File: config.mk
export PLATFORM = sky130hd
export DESIGN_NAME = sh_delay_line_flat
export DESIGN_NICKNAME = d
export VERILOG_FILES = /design/src/rtl/sh_pkg.sv /design/src/rtl/sh_delay_line_if.sv /design/src/rtl/sh_stage.sv /design/src/rtl/sh_delay_line.sv /design/src/flat_wrapper.sv
export SDC_FILE = /design/constraint.sdc
export NUM_CORES = 1
export LEC_CHECK = 0
export ABC_AREA = 1
export CAP_MARGIN = 20
export CORE_MARGIN = 3
export CORE_UTILIZATION = 50
export CTS_CLUSTER_SIZE = 25
export DETAILED_ROUTE_END_ITERATION = 8
export DONT_BUFFER_PORTS = 1
export PLACE_DENSITY = 0.63
export SKIP_LAST_GASP = 1
export SYNTH_ARGS = -nofsm -noshare
export SYNTH_HDL_FRONTEND = slang
export SYNTH_HIERARCHICAL = 1
export SYNTH_SLANG_ARGS = --single-unit
File: constraint.sdc
create_clock -name clk -period 1.6 [get_ports clk]
set_input_delay 0.24 -clock clk [delete_from_list [all_inputs] [get_ports clk]]
set_output_delay 0.24 -clock clk [all_outputs]
set_load 0.02 [all_outputs]
File: src/rtl/sh_pkg.sv
// Shared constants and the delay clamp for the programmable delay line.
package sh_pkg;

  localparam int SH_DEF_WIDTH = 4;
  localparam int SH_DEF_DEPTH = 8;
  localparam int SH_DEF_DELAY = 3;

  // Legal delays are 1..max_depth; out-of-range requests snap to the nearest end.
  function automatic int unsigned sh_clamp_dly(input int unsigned d, input int unsigned max_depth);
    if (d == 0) return 1;
    if (d > max_depth) return max_depth;
    return d;
  endfunction

endpackage

File: src/rtl/sh_delay_line_if.sv
// Stream and configuration bundle for sh_delay_line.
// SH_DELAY_OCC_EN adds the occupancy output occ.
interface sh_delay_line_if #(
  parameter int WIDTH     = 4,
  parameter int MAX_DEPTH = 8
);
  localparam int DW = $clog2(MAX_DEPTH + 1);

  logic [WIDTH-1:0] in;
  logic             in_valid;
  logic             en;
  logic             flush;
  logic             cfg_load;
  logic [DW-1:0]    cfg_dly;
  logic [DW-1:0]    dly;
  logic [WIDTH-1:0] out;
  logic             out_valid;
`ifdef SH_DELAY_OCC_EN
  logic [DW-1:0]    occ;

  modport master (output in, in_valid, en, flush, cfg_load, cfg_dly,
                  input  dly, out, out_valid, occ);
  modport slave  (input  in, in_valid, en, flush, cfg_load, cfg_dly,
                  output dly, out, out_valid, occ);
`else
  modport master (output in, in_valid, en, flush, cfg_load, cfg_dly,
                  input  dly, out, out_valid);
  modport slave  (input  in, in_valid, en, flush, cfg_load, cfg_dly,
                  output dly, out, out_valid);
`endif

endinterface

File: src/rtl/sh_stage.sv
// One delay-line stage: data plus valid in a single register with enable and clear.
module sh_stage #(
  parameter int W = 5
) (
  input  logic         clk,
  input  logic         rst,
  input  logic         en,
  input  logic         clr,
  input  logic [W-1:0] d,
  output logic [W-1:0] q
);

  always_ff @(posedge clk) begin
    if (!rst)     q <= '0;
    else if (clr) q <= '0;
    else if (en)  q <= d;
  end

endmodule

File: src/rtl/sh_delay_line.sv
// Programmable-depth delay line with valid tracking, stall, flush and delay load.
// Optional macro SH_DELAY_OCC_EN adds the occ occupancy counter.
module sh_delay_line
  import sh_pkg::*;
#(
  parameter int WIDTH     = SH_DEF_WIDTH,
  parameter int MAX_DEPTH = SH_DEF_DEPTH,
  parameter int DEF_DELAY = SH_DEF_DELAY
) (
  input  logic             clk,
  input  logic             rst,
  sh_delay_line_if.slave   bus
);

  localparam int DW = $clog2(MAX_DEPTH + 1);

  // Each stage word is {valid, data}.
  logic [MAX_DEPTH-1:0][WIDTH:0] stg;
  logic [WIDTH:0]                sel;
  logic [DW-1:0]                 dly_q;
  logic                          clr;

  // A delay change clears the pipe so no sample is emitted with the wrong latency.
  assign clr = bus.cfg_load | bus.flush;

  genvar i;
  generate
    for (i = 0; i < MAX_DEPTH; i++) begin : g_stg
      if (i == 0) begin : g_head
        sh_stage #(.W(WIDTH + 1)) u_stage (
          .clk(clk), .rst(rst), .en(bus.en), .clr(clr),
          .d({bus.in_valid, bus.in}), .q(stg[0])
        );
      end else begin : g_body
        sh_stage #(.W(WIDTH + 1)) u_stage (
          .clk(clk), .rst(rst), .en(bus.en), .clr(clr),
          .d(stg[i-1]), .q(stg[i])
        );
      end
    end
  endgenerate

  always_ff @(posedge clk) begin
    if (!rst)              dly_q <= DW'(DEF_DELAY);
    else if (bus.cfg_load) dly_q <= DW'(sh_clamp_dly(32'(bus.cfg_dly), MAX_DEPTH));
  end

  always_comb begin
    sel = '0;
    for (int k = 0; k < MAX_DEPTH; k++)
      if (dly_q == DW'(k + 1)) sel = stg[k];
  end

  assign bus.out       = sel[WIDTH-1:0];
  assign bus.out_valid = sel[WIDTH];
  assign bus.dly       = dly_q;

`ifdef SH_DELAY_OCC_EN
  logic [DW-1:0] occ_q;

  // Sample entering minus sample leaving the visible window on each advance.
  always_ff @(posedge clk) begin
    if (!rst)        occ_q <= '0;
    else if (clr)    occ_q <= '0;
    else if (bus.en) occ_q <= occ_q + DW'(bus.in_valid) - DW'(sel[WIDTH]);
  end

  assign bus.occ = occ_q;
`endif

endmodule
File: src/flat_wrapper.sv
// flat-port wrapper written by rule: the top's interface ports become plain ports
module sh_delay_line_flat import sh_pkg::*;
#(
  parameter int WIDTH     = SH_DEF_WIDTH,
  parameter int MAX_DEPTH = SH_DEF_DEPTH,
  parameter int DEF_DELAY = SH_DEF_DELAY
)
  (clk, rst, bus_in, bus_in_valid, bus_en, bus_flush, bus_cfg_load, bus_cfg_dly, bus_dly, bus_out, bus_out_valid);
  sh_delay_line_if #(.WIDTH(WIDTH), .MAX_DEPTH(MAX_DEPTH)) bus_i ();
  input  logic clk;
  input  logic rst;
  input wire logic [$bits(bus_i.in)-1:0] bus_in;
  input wire logic [$bits(bus_i.in_valid)-1:0] bus_in_valid;
  input wire logic [$bits(bus_i.en)-1:0] bus_en;
  input wire logic [$bits(bus_i.flush)-1:0] bus_flush;
  input wire logic [$bits(bus_i.cfg_load)-1:0] bus_cfg_load;
  input wire logic [$bits(bus_i.cfg_dly)-1:0] bus_cfg_dly;
  output wire logic [$bits(bus_i.dly)-1:0] bus_dly;
  output wire logic [$bits(bus_i.out)-1:0] bus_out;
  output wire logic [$bits(bus_i.out_valid)-1:0] bus_out_valid;
  assign bus_i.in = bus_in;
  assign bus_i.in_valid = bus_in_valid;
  assign bus_i.en = bus_en;
  assign bus_i.flush = bus_flush;
  assign bus_i.cfg_load = bus_cfg_load;
  assign bus_i.cfg_dly = bus_cfg_dly;
  assign bus_dly = bus_i.dly;
  assign bus_out = bus_i.out;
  assign bus_out_valid = bus_i.out_valid;
  sh_delay_line #(.WIDTH(WIDTH), .MAX_DEPTH(MAX_DEPTH), .DEF_DELAY(DEF_DELAY)) u_core (.clk(clk), .rst(rst), .bus(bus_i));
endmodule
=== After elaboration in Yosys (flattened, before gate mapping) ===
Index checks and enable logic that the tools add are counted.

* Multiplexer cells: 19
* Magnitude comparators: 1
* Reductions and logical operators: 2
* Eq/ne operators: 8
* Bitwise logic cells: 2

{| class="wikitable"
|+ Operators by type and width
! operator !! count
|-
| 5-bit 2-to-1 mux || 8
|-
| 4-bit by 3-bit equality test with 1-bit output, second input constant || 4
|-
| 4-bit 2-to-1 mux || 3
|-
| 4-bit by 2-bit equality test with 1-bit output, second input constant || 2
|-
| 1-bit 2-to-1 mux || 8
|-
| 4-bit by 1-bit equality test with 1-bit output, second input constant || 1
|-
| 4-bit equality test, second input constant || 1
|-
| 4-bit greater-than comparator, second input constant || 1
|-
| 4-bit zero test || 1
|-
| 2-bit OR reduction || 1
|-
| 1-bit inverter || 1
|-
| 1-bit OR || 1
|}

* Output and inout port bits: 9
* Bits of input ports: 14
* Word-level logic and storage cells: 41
* Register bits: 44

=== Depth between registers and ports, before layout ===
Gate-level depths: netlist (run 1).

* Depth after elaboration: 9
* Depth in mapped cells: 9
* Mapped depth without buffers: 8

=== By module ===
The synthesis (run 1) kept the hierarchy.

{| class="wikitable"
|+ By module, submodules not included
! module !! times used !! seq. area each (µm²) !! cells an instance !! area each (µm²)
|-
| sh_stage || 8 || 100.1 || 23 || 173.9
|-
| sh_delay_line || 1 || 80.1 || 101 || 559.3
|}

=== Worst setup path before layout (run 1) ===
No wires, ideal clock.

* Path type: register -> output
* From: register u_core.dly_q[0] (netlist: u_core/bus.dly[0])
* To: output port bus_out[3]
* Data required time: 1.360 ns
* Arrival time: 1.335 ns
* Cell stages (with the launch flop): 10
* Path slack: 0.025 ns
* Cell sequence: dfxtp_1 > buf_2 > inv_2 > nor2_2 > nand3_1 > nand2_1 > nor2_1 > nand3_1 > nand2_1 > nand3_1

* Word-level cells in the longest chain between the ends: 9
* Elaborated cells between the ends (all ways): 16
* Those cells by class: 8 x eq/ne; 8 x mux

{| class="wikitable"
|+ Ends and longest elaborated chain
! element !! line !! RTL
|-
| start, declared || sh_delay_line.sv:20 || <nowiki>logic [DW-1:0] dly_q;</nowiki>
|-
| start signal, assigned || sh_delay_line.sv:44 || <nowiki>if (!rst) dly_q <= DW'(DEF_DELAY);</nowiki>
|-
| start signal, assigned || sh_delay_line.sv:45 || <nowiki>else if (bus.cfg_load) dly_q <= DW'(sh_clamp_dly(32'(bus.cfg_dly), MAX_DEPTH));</nowiki>
|-
| 4-bit by 1-bit equality test with 1-bit output || sh_delay_line.sv:51 || <nowiki>if (dly_q == DW'(k + 1)) sel = stg[k];</nowiki>
|-
| 5-bit 2-to-1 mux (7 in a row) || sh_delay_line.sv:51 ||
|-
| 5-bit 2-to-1 mux (*) || sh_delay_line.sv:51 ||
|-
| end, declared || flat_wrapper.sv:19 || <nowiki>output wire logic [$bits(bus_i.out)-1:0] bus_out;</nowiki>
|}

Mark *: on every way between the ends. The rest lies on a longest branch, timed or not.

=== Worst setup path in the final report (run 1) ===
* From: register u_core.dly_q[0] (netlist: u_core/bus.dly[0])
* To: output port bus_out[0]

The elaborated chain is that of the path after synthesis.

==> metrics.txt, run 1 <==
status=finished with violations; failing checks=setup timing; Synth warnings=6; largest net degree at the start of global routing=just under 50; clock tree sinks=44; Hold Crit Endpoint=u_core/bus.dly[0]; CP max-delay cell=dfxtp_4; Worst-Skew Late Latency=between 0.2 and 0.3 ns; LEAKAGE=0.827 nW; Tot GR Track Use=about a fifth; layout cells sized above 1=16.4%; Post-route DRC=0; CP bufs+invs=2; worst rel slew slack=79.5%; PnR worst setup slack=-0.140 ns; Final Hold Fails=0; hold crit path type=in -> reg; Area contributors post-synth=dfxtp_1 45%, nand2_1 23%, a21oi_1 11%; pwr dens=between 900 and 1000 nW/µm²; worst clock skew=between 0.004 and 0.005 ns; first-pass GRT wire length=7230 µm; Seq cells post-synth=44; crit path cell chain=buf_6 -> nor4_4 -> buf_6 -> nand2_2 -> nand4_1; Max-Cap Viols=0; CP top delay family=simple AND/OR/NAND/NOR gates; ant diodes=0; Worst R2R Setup Slack=~0.74 ns; FP Rows=22; Avg WL per Cell=14.0 µm; H-Tree Depth=2; syn avg cell area=6.84 µm²; via count of the first global-routing pass=approximately 1,500; Slew Limit Fails=0; nets=311; Mapped Nets=around 300; Worst Tran Pin Value=0.307 ns; Num CTS Buffers=5; total grt overflow=0; Max stage delay on crit path=between 0.3 and 0.4 ns; Worst Path Required=1.36 ns; Total Wirelength=roughly 4800 µm; Fillers=370; reg2reg end=u_core/bus.dly[2]; Via-to-Cell Ratio=around 5.3; DP Worst Slack=just over 0.03 ns; sequential element share of the synthesized area=~45%; post-synthesis cell count=285; RSZ-0062 raised after global routing=yes; Crit. End Element=output pin; iteration count of the initial detailed-routing pass=4; Hold Path Depth=1; hold_buf cts=0; height of the die=between 60 and 70 µm; Worst EP arrival=roughly 1.5 ns; Hold Startpoint=rst; highest clock rate=approximately 570 MHz; Buffers on Ports=0; die width=between 60 and 70 µm; critical path type=reg -> out; Final Util=around three fifths; TritonCTS clock tree=yes; Synth area leader=dfxtp_1; I/O pins=23; reg-to-reg startpoint=u_core/bus.dly[2]; area grow syn2layout=15.7%; die area=about 4700 µm²; reg2reg path depth=3; CORE AREA=3720 µm²; maximum net fanout on the critical path=5; top cell type's share of synthesized area=between 40 and 50%; area of the mapped netlist=1950 µm²; DRT antenna net count=0; minimum clock period=around 1.7 ns; crit share post-route=109%; IR drop worst, VDD=approximately 0.00052 V; DR iter-0 viols=about 130; hold_ws=0.0496 ns; Final GP Congestion=0.873; Top cell by count, worst path=buf_6; CP Launch Type=flip-flop; Cell variety after synth=17; Clk pin slew, worst setup/hold paths=0.08 ns; Post-CTS Setup Bufs=0; starting density of the core=a little over half; root buffer cell=clkbuf_8; CTS max path bufs=2; initial antenna violation count=0; Vias=1,819; Final Setup Violations=5; dpl hpwl=between 3000 and 4000 µm
[cells in the mapped netlist (all sizes together)]
| master | n |
|---|---|
| a211oi | 1 |
| a21oi | 41 |
| buf | 2 |
| dfxtp | 44 |
| inv | 31 |
| nand2 | 119 |
| nand3 | 17 |
| nand4 | 9 |
| nor2 | 11 |
| nor3 | 1 |
| nor4 | 1 |
| o211ai | 6 |
| o21ai | 1 |
| or2 | 1 |
[layout make-up]
cell class                      instances  area [µm²]  share of cell area (%)
Timing Repair Buffer                    7        67.6                    3.00
Inverter                               31         119                    5.27
Tap cell                               48        60.1                    2.66
Clock buffer                            6        72.6                    3.22
Sequential cell                        44         893                    39.6
Clock inverter                          2        35.0                    1.55
Multi-Input combinational cell        208        1010                    44.7
[power by group]
part | internal [mW] | switching, mW
logic | 0.0455 | 0.106
clock network | 0.463 | 0.341
registers | 1.10 | 0.0159
total | 1.61 | 0.462
[worst max-delay path by stage]
| stage | end | startpoint | cells after the start |
|---|---|---|---|
| global placement | bus_out[3] | u_core/bus.dly[3] | 7 |
| floorplan | bus_out[3] | u_core/bus.dly[0] | 9 |
| finish | bus_out[0] | u_core/bus.dly[0] | 5 |
| CTS | bus_out[0] | u_core/bus.dly[2] | 7 |
| global route | bus_out[2] | u_core/bus.dly[1] | 6 |
| detailed placement | bus_out[3] | u_core/bus.dly[3] | 7 |
[routing by layer]
metal | up-vias | GRT usage [%] | wire [µm]
met4 | 0 | 5.21 | 22
met5 | - | 0 | 0
met1 | 819 | 33.0 | 2460
li1 | 952 | - | -
met2 | 46 | 28.2 | 2030
met3 | 2 | 4.76 | 317
[cells by family after synthesis]
family	count (synthesis)	share of synthesized area, %
buffers and inverters	33	6.48
DFF	44	45.2
AOI/OAI and AO/OA	49	13.5
and+or+nand+nor	159	34.9
[state kept, by name (all words and copies together), names as in the netlist]
name and flops:
u_core/g_stg.g_body.u_stage/q 35, u_core/g_stg.g_head.u_stage/q 5, u_core/bus.dly 4
[per-stage QoR]
step	total power [mW]	std cells	instance area, µm²	TNS, ns
finish	2.07	346	2260	-0.598
global route	2.16	346	2260	-1.02
CTS	2.09	346	2200	-0.576
detailed placement	1.28	338	2050	0
global placement	1.28	338	2050	0
floorplan	1.24	285	1950	0
[cells in the final DEF (no fill, tap or decap)]
master / Yosys / layout
nor3_4: 0 / 1
dfxtp_4: 0 / 3
nand4_1: 9 / 9
inv_4: 0 / 1
nor2_1: 6 / 5
dfxtp_2: 0 / 1
inv_2: 14 / 14
nand2_1: 119 / 113
dfxtp_1: 44 / 40
nand2_2: 0 / 4
nor2_2: 3 / 2
bufinv_16: 0 / 1
buf_6: 0 / 4
clkbuf_8: 0 / 5
a211oi_1: 1 / 1
inv_1: 17 / 16
o21ai_0: 1 / 1
nor2_4: 2 / 4
nor4_4: 0 / 1
clkbuf_1: 0 / 1
or2_2: 1 / 1
nand2_4: 0 / 2
nand3_1: 17 / 16
nand3_4: 0 / 1
buf_4: 0 / 3
a21oi_1: 41 / 41
clkinv_2: 0 / 1
o211ai_1: 6 / 6
[repair_timing]
action	in CTS	in global routing
pin swaps	8	6
endpoints found under the setup margin	5	5
gates resized for setup	11	17
No activity file was read; power rests on OpenSTA's default activity.
==> run 2: changes to the inputs <==
--- a/config.mk
+++ b/config.mk
@@ -13,6 +13,7 @@
 export DETAILED_ROUTE_END_ITERATION = 8
 export DONT_BUFFER_PORTS = 1
 export PLACE_DENSITY = 0.63
+export SETUP_SLACK_MARGIN = 0.2
 export SKIP_LAST_GASP = 1
 export SYNTH_ARGS = -nofsm -noshare
 export SYNTH_HDL_FRONTEND = slang
==> run 2 against run 1 <==
Die area is the same. The flow still finishes with violations (setup timing). Non-clock buffer count shrank 4. Register-to-register slack gained 0.04 ns. Clock skew is essentially flat. Cell area shrank 3.6%. Critical path type unchanged. Worst hold slack lost 0.0013 ns. Highest routed layer unchanged. Wire length shrank 2.5%. Total power shrank 7.9%.
==> metrics.txt, run 2 (synthesis results as in run 1) <==
status=finished with violations; failing checks=setup timing; area grow syn2layout=11.5%; Max-Cap Viols=0; Buffers on Ports=0; root buffer cell=clkbuf_8; Post-route DRC=0; CP top delay family=simple AND/OR/NAND/NOR gates; worst clock skew=0.00477 ns; DR iter-0 viols=130; RSZ-0062 raised after global routing=yes; Clk pin slew, worst setup/hold paths=roughly 0.08 ns; reg2reg end=u_core/bus.dly[1]; crit share post-route=110%; nets=~300; I/O pins=23; Final Setup Violations=5; hold crit path type=in -> reg; FP Rows=22; starting density of the core=a little over half; total grt overflow=0; CP bufs+invs=2; iteration count of the initial detailed-routing pass=4; crit path cell chain=inv_2 -> nor2_4 -> inv_2 -> nor3_4 -> nand2_1 -> nand2_1 -> nand4_1; CP Launch Type=flip-flop; Final GP Congestion=roughly 0.77; Worst R2R Setup Slack=just under 0.8 ns; Worst Tran Pin Value=~0.35 ns; DRT antenna net count=0; first-pass GRT wire length=~7300 µm; largest net degree at the start of global routing=49; hold_buf cts=0; Biggest register=u_core/g_stg.g_body.u_stage/q; Vias=~1,800; maximum net fanout on the critical path=4; Max stage delay on crit path=between 0.3 and 0.4 ns; CP max-delay cell=dfxtp_4; minimum clock period=approximately 1.8 ns; Worst EP arrival=between 1.5 and 2 ns; worst rel slew slack=between 70% and 80%; pwr dens=878 nW/µm²; Hold Crit Endpoint=u_core/bus.dly[0]; dpl hpwl=between 3000 and 4000 µm; Num CTS Buffers=5; initial antenna violation count=0; highest clock rate=around 570 MHz; Final Hold Fails=0; most common cell after layout, fill and taps aside=nand2_1; die area=roughly 4700 µm²; LEAKAGE=between 0.7 and 0.8 nW; Worst Path Required=1.36 ns; Critical Path Start=u_core/bus.dly[2]; IR drop worst, VDD=0.000490 V; Avg WL per Cell=roughly 14 µm; TritonCTS clock tree=yes; Cells after DPL=approximately 330; height of the die=between 60 and 70 µm; final std cells w/o fill=342; critical path type=reg -> out; max reg flops=35; Hold Startpoint=rst; reg-to-reg startpoint=u_core/bus.dly[1]; CORE AREA=3720 µm²; commonest non-fill, non-tap cells in the layout=118 x nand2_1, 41 x a21oi_1, 40 x dfxtp_1; ant diodes=0; die width=~68 µm; CTS max path bufs=2; Worst-Skew Late Latency=approximately 0.3 ns; Slew Limit Fails=0; Tot GR Track Use=21.6%; Final Util=around three fifths; Hold Path Depth=1; layout cells sized above 1=12.9%; Crit. End Element=output pin; Total Wirelength=4710 µm; hold_ws=about 0.048 ns; Via-to-Cell Ratio=around 5.3; via count of the first global-routing pass=between 1,500 and 2,000; reg2reg path depth=2; clock tree sinks=44; PnR worst setup slack=-0.159 ns; H-Tree Depth=2; DP Worst Slack=0.0385 ns
-- run 2: cell types whose count changed in the layout (fill, tap and decap cells not counted) --
cell       previous run  this run
buf_4                 3         2
bufinv_16             1         0
buf_12                0         1
dfxtp_2               1         0
nor2_1                5         6
dfxtp_4               3         4
nand2_4               2         0
nand2_1             113       118
nand2_2               4         1
buf_6                 4         0
clkbuf_1              1         2
nor2_2                2         1
-- run 2: layout make-up --
cell class / instances / area (µm²)
Tap cell: 48 / 60.1
Sequential cell: 44 / 896
Fill cell: 365 / 1540
Inverter: 31 / 119
Timing Repair Buffer: 3 / 35.0
Multi-Input combinational cell: 208 / 983
Clock inverter: 1 / 5.00
Clock buffer: 7 / 76.3
-- run 2: layer usage --
metal | GRT usage [%] | vias up | routed length [µm]
li1 | - | 940 | -
met1 | 32.0 | 807 | 2380
met2 | 29.2 | 55 | 1990
met3 | 7.55 | 4 | 311
met4 | 5.71 | 0 | 27
met5 | 0 | - | 0
-- run 2: repair_timing --
action | CTS | global route
resized for setup | 5 | 2
cloned | 0 | 0
endpoints found under the setup margin | 5 | 5
setup buffers | 1 | 0
pin swaps | 8 | 5
-- run 2: metrics by stage --
stage                     TNS, ns  instance area [µm²]  power, mW
after floorplan                 0                 1990       1.25
after global placement          0                 2050       1.27
after detailed placement        0                 2050       1.27
after CTS                  -0.847                 2160       1.93
after global routing        -1.37                 2170       2.00
final                      -0.745                 2170       1.91
-- run 2: power breakdown --
group          switching, mW  internal [mW]  total (mW)
sequential            0.0276           1.10        1.13
combinational         0.0888         0.0367       0.126
clock                  0.349          0.306       0.655
total                  0.465           1.44        1.91
-- run 2: worst max-delay path by stage --
| stage | end | cells after the start |
|---|---|---|
| after global routing | bus_out[0] | 7 |
| after floorplan | bus_out[1] | 6 |
| after global placement | bus_out[2] | 5 |
| final | bus_out_valid | 7 |
| after CTS | bus_out[2] | 7 |
| after detailed placement | bus_out[2] | 5 |
==> run 3: changes to the inputs <==
--- a/config.mk
+++ b/config.mk
@@ -12,7 +12,7 @@
 export CTS_CLUSTER_SIZE = 25
 export DETAILED_ROUTE_END_ITERATION = 8
 export DONT_BUFFER_PORTS = 1
-export PLACE_DENSITY = 0.63
+export PLACE_DENSITY_LB_ADDON = 0.25
 export SETUP_SLACK_MARGIN = 0.2
 export SKIP_LAST_GASP = 1
 export SYNTH_ARGS = -nofsm -noshare
==> run 3 against run 2 <==
The run still ends with setup timing left. Fmax down 4.5%. Worst hold slack worse by 0.0084 ns. Critical endpoint is now bus_out[0]. Register-to-register slack worse by 0.05 ns. Cell area down 1.0%. Sequential power about the same. Clock-buffer cell count unchanged. Setup slack worse by 0.082 ns. Die area unchanged. Wire length down 5.2%. Cell count up 0.29%. Utilization down 0.61 points.
==> metrics.txt, run 3 (synthesis results as in run 1) <==
status=finished with violations; failing checks=setup timing; IR drop worst, VDD=~0.00043 V; critical path type=reg -> out; TritonCTS clock tree=yes; hold crit path type=in -> reg; LEAKAGE=between 0.7 and 0.8 nW; DRT antenna net count=0; clock tree sinks=between 40 and 50; Final GP Congestion=about 0.80; Final Setup Violations=5; worst clock skew=just under 0.01 ns; Buffers on Ports=0; most common cell after layout, fill and taps aside=nand2_1; CORE AREA=around 3700 µm²; Via-to-Cell Ratio=around 5.3; nets=roughly 300; largest net degree at the start of global routing=49; Max-Cap Viols=0; Setup TNS=-1.17 ns; PnR worst setup slack=-0.241 ns; pwr dens=~900 nW/µm²; H-Tree Depth=2; area grow syn2layout=10.3%; crit share post-route=115%; Vias=about 1,800; total grt overflow=0; first-pass GRT wire length=7060 µm; worst rel slew slack=76.4%; CTS max path bufs=2; via count of the first global-routing pass=1,496; height of the die=just under 70 µm; Worst EP arrival=~1.6 ns; Avg WL per Cell=~13 µm; Num CTS Buffers=5; ant diodes=0; initial antenna violation count=0; Crit. End Element=output pin; die width=a little under 70 µm; Final Hold Fails=0; RSZ-0062 raised after global routing=yes; Biggest register=u_core/g_stg.g_body.u_stage/q; Total Wirelength=about 4500 µm; Slew Limit Fails=0; maximum net fanout on the critical path=5; minimum clock period=~1.8 ns; Post-route DRC=0; max reg flops=35; FP Rows=22; Hold Path Depth=1; die area=~4700 µm²; Worst Tran Pin Value=0.351 ns; reg2reg path depth=2; commonest non-fill, non-tap cells in the layout=119 x nand2_1, 41 x a21oi_1, 40 x dfxtp_1; hold_buf cts=0; Worst-Skew Late Latency=0.30 ns; iteration count of the initial detailed-routing pass=5; Final Util=57.9%; highest clock rate=543 MHz; root buffer cell=clkbuf_8; DR iter-0 viols=roughly 150; dpl hpwl=~3200 µm; Worst Path Required=around 1.4 ns; I/O pins=23; CP Launch Type=flip-flop; Tot GR Track Use=20.6%; Clk pin slew, worst setup/hold paths=0.08 ns; layout cells sized above 1=between 10% and 20%; starting density of the core=between 50 and 60%
[run 3: path summary, 6_finish.rpt]
| check | from | endpoint | slack [ns] |
|---|---|---|---|
| max reg2reg | u_core/bus.dly[3] | u_core/bus.dly[3] | 0.73 |
| max | u_core/bus.dly[2] | bus_out[0] | -0.24 |
| min | rst | u_core/bus.dly[0] | 0.04 |
| min reg2reg | u_core/g_stg[7].g_body.u_stage/q[2] | u_core/g_stg[7].g_body.u_stage/q[2] | 0.47 |
[run 3: what timing repair did]
action / in CTS / in global routing
gates resized for setup: 1 / 0
pin swaps: 1 / 4
endpoints found under the setup margin: 5 / 5
setup buffers: 2 / 0
[run 3: report_power, final]
part	internal [mW]	switching, mW
registers	1.10	0.0244
clock network	0.306	0.357
logic	0.0363	0.0909
[run 3: through the flow]
stage	std cells	instance area [µm²]	worst slack [ns]	power, mW	hold WS, ns
finish	343	2150	-0.241	1.92	0.0398
global route	343	2150	-0.365	1.99	0.0379
CTS	343	2150	-0.253	1.94	0.0326
detailed placement	333	2050	0.0461	1.27	0.345
global placement	333	2050	0.0676	1.27	0.344
floorplan	285	1990	0.206	1.25	0.338
[run 3: final cells by class]
class                           count  area (µm²)
Clock buffer                        7        76.3
Timing Repair Buffer                4        30.0
Fill cell                         346        1560
Inverter                           31         116
Tap cell                           48        60.1
Sequential cell                    44         891
Clock inverter                      1        5.00
Multi-Input combinational cell    208         973
[run 3: critical path, stage by stage, from the launching register on]
cell and delay, ns:
dfxtp_4 0.44, inv_2 0.06, nor2_4 0.16, inv_2 0.07
nor3_4 0.18, nand2_1 0.08, nand2_1 0.06, nand4_1 0.24
[run 3: routing by layer]
layer	vias up	share of wire, %	global-route usage, %
met5	-	0	0
met4	0	1.2	7.44
met3	6	7.5	5.75
met2	66	42	28.7
met1	810	49	29.8
li1	948	-	-
